==> config.mk <==
export PLATFORM = sky130hd
export DESIGN_NAME = ram_sdp_be
export DESIGN_NICKNAME = d
export VERILOG_FILES = /design/src/rtl/ram_sdp_be.sv
export SDC_FILE = /design/constraint.sdc
export NUM_CORES = 2
export LEC_CHECK = 0
export CAP_MARGIN = 30
export CORE_ASPECT_RATIO = 1.25
export CORE_UTILIZATION = 40
export CTS_CLUSTER_SIZE = 30
export DETAILED_ROUTE_END_ITERATION = 6
export MAX_ROUTING_LAYER = met4
export SLEW_MARGIN = 20
export SYNTH_ARGS = -nofsm -noshare
export SYNTH_HDL_FRONTEND = slang
export SYNTH_SLANG_ARGS = --single-unit
==> constraint.sdc <==
create_clock -name clk -period 11.41 [get_ports clk]
set_clock_uncertainty 0.1 [all_clocks]
set_input_delay 1.7115 -clock clk [delete_from_list [all_inputs] [get_ports clk]]
set_output_delay 1.7115 -clock clk [all_outputs]
set_load 0.02 [all_outputs]
==> src/rtl/ram_sdp_be.sv <==
// Simple-dual-port synchronous RAM with byte enables, 1- or 2-cycle read latency,
// selectable read/write collision behaviour and a hardware clear sequencer.
module ram_sdp_be #(
    parameter int                ADDR_W     = 8,
    parameter int                DATA_W     = 8,
    parameter int                RD_LAT     = 1,
    parameter int                WR_FIRST   = 0,
    parameter logic [DATA_W-1:0] CLR_VAL    = '0,
    parameter int                CLR_ON_RST = 1
) (
    input  logic                  clk,
    input  logic                  rst,
    input  logic                  wr_en,
    input  logic [ADDR_W-1:0]     wr_addr,
    input  logic [DATA_W/8-1:0]   wr_be,
    input  logic [DATA_W-1:0]     wr_data,
    input  logic                  rd_en,
    input  logic [ADDR_W-1:0]     rd_addr,
    output logic [DATA_W-1:0]     rd_data,
    output logic                  rd_valid,
    input  logic                  clr_start,
    output logic                  busy
);

    localparam int NB    = DATA_W / 8;
    localparam int DEPTH = 2 ** ADDR_W;

    typedef enum logic {IDLE, CLEAR} state_t;

    state_t            state, state_next;
    logic [ADDR_W-1:0] clr_cnt;

    logic              mem_we;
    logic [ADDR_W-1:0] mem_addr;
    logic [NB-1:0]     mem_be;
    logic [DATA_W-1:0] mem_wdata;
    logic [DATA_W-1:0] rd_word;
    logic              rd_ok;

    logic [DATA_W-1:0] mem [DEPTH];

    assign busy  = (state == CLEAR);
    assign rd_ok = (state == IDLE) && rd_en;

    always_ff @(posedge clk) begin
        if (rst) begin
            state   <= (CLR_ON_RST != 0) ? CLEAR : IDLE;
            clr_cnt <= '0;
        end else begin
            state   <= state_next;
            clr_cnt <= (state == CLEAR) ? clr_cnt + 1'b1 : '0;
        end
    end

    // NOTE: every signal driven here gets a default first, so no path can infer a latch.
    always_comb begin
        state_next = state;
        case (state)
            IDLE:    if (clr_start) state_next = CLEAR;
            CLEAR:   if (clr_cnt == {ADDR_W{1'b1}}) state_next = IDLE;
            default: state_next = IDLE;
        endcase
    end

    // The single write port is shared between the clear sequencer and user writes.
    always_comb begin
        mem_we    = 1'b0;
        mem_addr  = wr_addr;
        mem_be    = wr_be;
        mem_wdata = wr_data;
        if (state == CLEAR) begin
            mem_we    = !rst;
            mem_addr  = clr_cnt;
            mem_be    = '1;
            mem_wdata = CLR_VAL;
        end else begin
            mem_we    = wr_en && !rst;
        end
    end

    // NOTE: the array has no reset; clearing is done by the sequencer so the RAM still maps to block memory.
    always_ff @(posedge clk) begin
        if (mem_we) begin
            for (int i = 0; i < NB; i++) begin
                if (mem_be[i]) mem[mem_addr][8*i +: 8] <= mem_wdata[8*i +: 8];
            end
        end
    end

    // Array read returns the pre-write word; write-first overlays the enabled incoming bytes.
    always_comb begin
        rd_word = mem[rd_addr];
        if ((WR_FIRST != 0) && (state == IDLE) && wr_en && (wr_addr == rd_addr)) begin
            for (int i = 0; i < NB; i++) begin
                if (wr_be[i]) rd_word[8*i +: 8] = wr_data[8*i +: 8];
            end
        end
    end

    generate
        if (RD_LAT == 2) begin : g_lat2
            logic [DATA_W-1:0] s1_data;
            logic              s1_valid;

            always_ff @(posedge clk) begin
                if (rst) begin
                    s1_data  <= '0;
                    s1_valid <= 1'b0;
                    rd_data  <= '0;
                    rd_valid <= 1'b0;
                end else begin
                    s1_valid <= rd_ok;
                    if (rd_ok) s1_data <= rd_word;
                    rd_valid <= s1_valid;
                    if (s1_valid) rd_data <= s1_data;
                end
            end
        end else begin : g_lat1
            always_ff @(posedge clk) begin
                if (rst) begin
                    rd_data  <= '0;
                    rd_valid <= 1'b0;
                end else begin
                    rd_valid <= rd_ok;
                    if (rd_ok) rd_data <= rd_word;
                end
            end
        end
    endgenerate

endmodule

==> results.txt <==
Slew HR = 18.4%
Met3 Use GR = 2.57%
Ratio of cells with drive above 1 in the final layout = 14.7%
Worst min path class = reg -> reg
Clock sink count = 2,066
Register area share after synthesis = 75.8%
Vias in the first global route = 40,741
H-tree level count = 4
Final Max Tran Viols = 0
Unique masters post-synth = 76
CTS root buffer = clkbuf_16
Nets = 4,274
Crit path arrival time = 6.16 ns
DP HPWL = 125,000 um
CTS clk-pin slew, worst paths = 0.06 ns
Max_cap viols = 0
Top FF cell, synth = edfxtp_1
Final period util = 48.2%
Final setup viols = 0
Switching power = 3060 uW
Synthesized Nets = 4,194
DIE WIDTH = 406 um
Crit Path Max Fanout = 63
Met2 layer usage reported by global route = 33.2%
Drt first pass iters = 7
Kind of critical path = in -> reg
Power after layout = 14,900 uW
First-pass GRT wire length = 296,000 um
Layout overhead on the synthesized area = 10.9%
Leakage = 0.0292 uW
Hold-fix buffers, CTS = 0
Pin count of the biggest net entering global routing = 189
Final Critical Period = 5.50 ns
PwrDens = 165 mW/mm2
Crit end category = register
Peak supply drop = 124 uV
Num CTS Buffers = 182
Met1 Track Usage GR = 26.7%
GPL Wtd Cong = 0.832
Pint = 11,900 uW
Post-DRT Antenna Nets = 0
Busiest grt layer = met2
Die area = 0.206 mm2
Grt total ovfl = 0
Initial antenna violation count = 5
Fill cell count = 17,202
DR vias = 40,738
Failing checks = design-rule violations
Post-CTS Setup Inserts = 0
TritonCTS clock tree = done
Buffers on Ports = 39
Die Y = 507 um
Post-Route WL = 205,000 um
Initial Utilization = 40.2%
Status = finished with violations
R2r setup slk = 7.26 ns
GRT Util Overall = 20.4%
Worst EP required = 12.07 ns
Setup_tns = 0 ns
Slew @ Worst Pin = 1.22 ns
Residual DRC = 1
I/O pin cnt = 40
DRT iter0 DRCs = 4,088
Post-synth EDFFs = 2,048
Core ar. = 0.203 mm2
Switching Share = 20.5%
Reg power frac = 55.0%
Clock power frac = 41.1%
Yosys reg bits = 2,066
Critical path launch point type = input pin
Clock Latency Late Sink = 0.82 ns
Mapped Avg Cell Area = 19.6 um2
FMAX = 182 MHz
Final count of hold timing violations = 0
RSZ-0062 raised after global routing = no
Gates resized, CTS repair = 0
Wire length per cell = 28.9 um
Post-Synthesis Cells = 4,163
Synth warnings = 0
Area of the multi-input gates = 0.0178 mm2
Sequential cell area = 0.0619 mm2
Post-synth ARST share = 0%
CTS max path bufs = 3
Comb pwr share = 3.8%
Mapped Area = 0.0817 mm2
Cell Rows = 185
Vias per inst = 5.73
==> flip-flops by register name, indices dropped and copies added, names as in the netlist <==
| signal | cells |
|---|---|
| mem | 2048 |
| clr_cnt | 8 |
| rd_data | 8 |
| busy | 1 |
| rd_valid | 1 |
==> per-stage QoR <==
stage	setup slack, ns	hold WS (ns)	cell area [um2]	cells	utilization [%]
floorplan	2.01	0.356	81700	4163	-
global placement	4.79	0.393	84300	6749	41.5
detailed placement	5.14	0.408	84400	6758	41.6
CTS	6.02	0.419	90300	7094	44.5
global route	5.83	0.474	90500	7107	44.6
finish	5.91	0.422	90500	7108	44.6
==> worst paths after layout <==
path,endpoint,startpoint,depth (start not counted)
setup / recovery,rd_data[7],rd_addr[0],10
hold / removal,clr_cnt[0],clr_cnt[0],1
setup reg to reg,mem[63][0],busy,6
hold reg to reg,clr_cnt[0],clr_cnt[0],1
==> power groups by stage <==
stage / combinational [uW] / clock, uW / sequential, uW
4_1_cts: 574 / 6230 / 8220
3_5_place_dp: 573 / 0 / 8380
3_3_place_gp: 572 / 0 / 8380
5_1_grt: 596 / 6480 / 8210
2_1_floorplan: 410 / 0 / 8380
6_report: 571 / 6140 / 8220
==> kinds of logic (layout without fill, tap and decap cells) <==
group                      count (synthesis)  count (layout)  share of synthesized area, %
muxes                                    755             755                          14.2
other                                      0               2                             0
buffers and inverters                    264             496                          2.57
and+or+nand+nor                          552             552                          2.97
xor gates and xnor gates                   5               5                        0.0536
DFF                                     2066            2066                          75.8
AOI/OAI and AO/OA                        520             520                          4.47
adders and majority gates                  1               1                        0.0153
==> area by class of cell <==
class                      count  area share (%)
sequential                  2066            68.3
multi-input combinational   1833            19.7
clock buffer                 233            5.44
tap                         2711            3.75
timing repair buffer         149            1.72
clock inverter               103            1.06
inverter                      11          0.0484
antenna                        2         0.00553
==> synth_stat cells, types with 4 or more instances <==
| cell | instances | area share [%] |
|---|---|---|
| a211o_1 | 11 | 0.12 |
| nand4_1 | 6 | 0.046 |
| o32ai_1 | 6 | 0.064 |
| and2_1 | 4 | 0.031 |
| a22o_1 | 6 | 0.064 |
| nor3_1 | 14 | 0.086 |
| clkbuf_4 | 4 | 0.037 |
| a21oi_1 | 56 | 0.34 |
| o21ai_1 | 5 | 0.031 |
| mux2_2 | 8 | 0.11 |
| nor2_1 | 290 | 1.3 |
| or3_1 | 5 | 0.038 |
| inv_1 | 9 | 0.041 |
| o22ai_1 | 141 | 1.1 |
| buf_1 | 7 | 0.032 |
| dfxtp_1 | 18 | 0.44 |
| buf_4 | 38 | 0.35 |
| a22oi_1 | 57 | 0.52 |
| mux4_2 | 240 | 6.6 |
| a211oi_1 | 68 | 0.63 |
| nand3_1 | 50 | 0.31 |
| clkbuf_8 | 12 | 0.20 |
| nor2b_1 | 13 | 0.10 |
| o221ai_1 | 58 | 0.62 |
| o21ai_0 | 36 | 0.22 |
| o211ai_1 | 22 | 0.20 |
| nand3b_1 | 4 | 0.037 |
| mux4_1 | 61 | 2.0 |
| a2111oi_0 | 8 | 0.086 |
| buf_2 | 44 | 0.27 |
| nand2b_1 | 26 | 0.20 |
| nand2_1 | 106 | 0.49 |
| edfxtp_1 | 2048 | 75 |
| nor4_1 | 11 | 0.084 |
| buf_8 | 16 | 0.29 |
| a21boi_0 | 16 | 0.15 |
| clkbuf_1 | 73 | 0.34 |
| buf_6 | 37 | 0.51 |
| buf_12 | 19 | 0.47 |
| mux2i_1 | 446 | 5.5 |
==> placed cells by master, fill, tap and decap left out, types with 6 or more instances in the layout <==
master and count:
buf_16 9, a211oi_1 68, buf_12 12, clkdlybuf4s50_1 35, mux4_2 240, a2111oi_0 7, nor2b_4 8, clkbuf_1 40
inv_6 7, a22o_1 6, o22ai_1 141, dfxtp_1 17, mux2_2 8, o21ai_0 36, inv_1 9, a211o_1 11
a21boi_0 16, nor2_1 288, clkinv_1 46, bufinv_16 17, buf_4 88, nand3_1 50, a22oi_1 57, nand2_1 106
edfxtp_1 2048, mux2i_1 446, o211ai_1 22, a21oi_1 55, clkinv_2 27, o221ai_1 58, mux4_1 61, nand4_1 6
nor3_1 14, nor4_1 10, nand2b_1 25, clkbuf_16 188
==> metal layers <==
metal / vias up / share of wire, %
met5: - / 0
met2: 1454 / 50
li1: 17319 / -
met3: 284 / 6.0
met1: 21681 / 40
met4: 0 / 3.1
==> worst max-delay path, cell delays in order <==
cell and delay [ns]:
buf_8 0.49, buf_4 0.68, buf_4 0.72, mux2i_1 0.17
o221ai_1 0.34, a21oi_1 0.20, a311oi_1 0.47, o21ai_0 0.25
nor4_2 0.79, a221o_1 0.20
No activity file was read; power rests on OpenSTA's default activity.
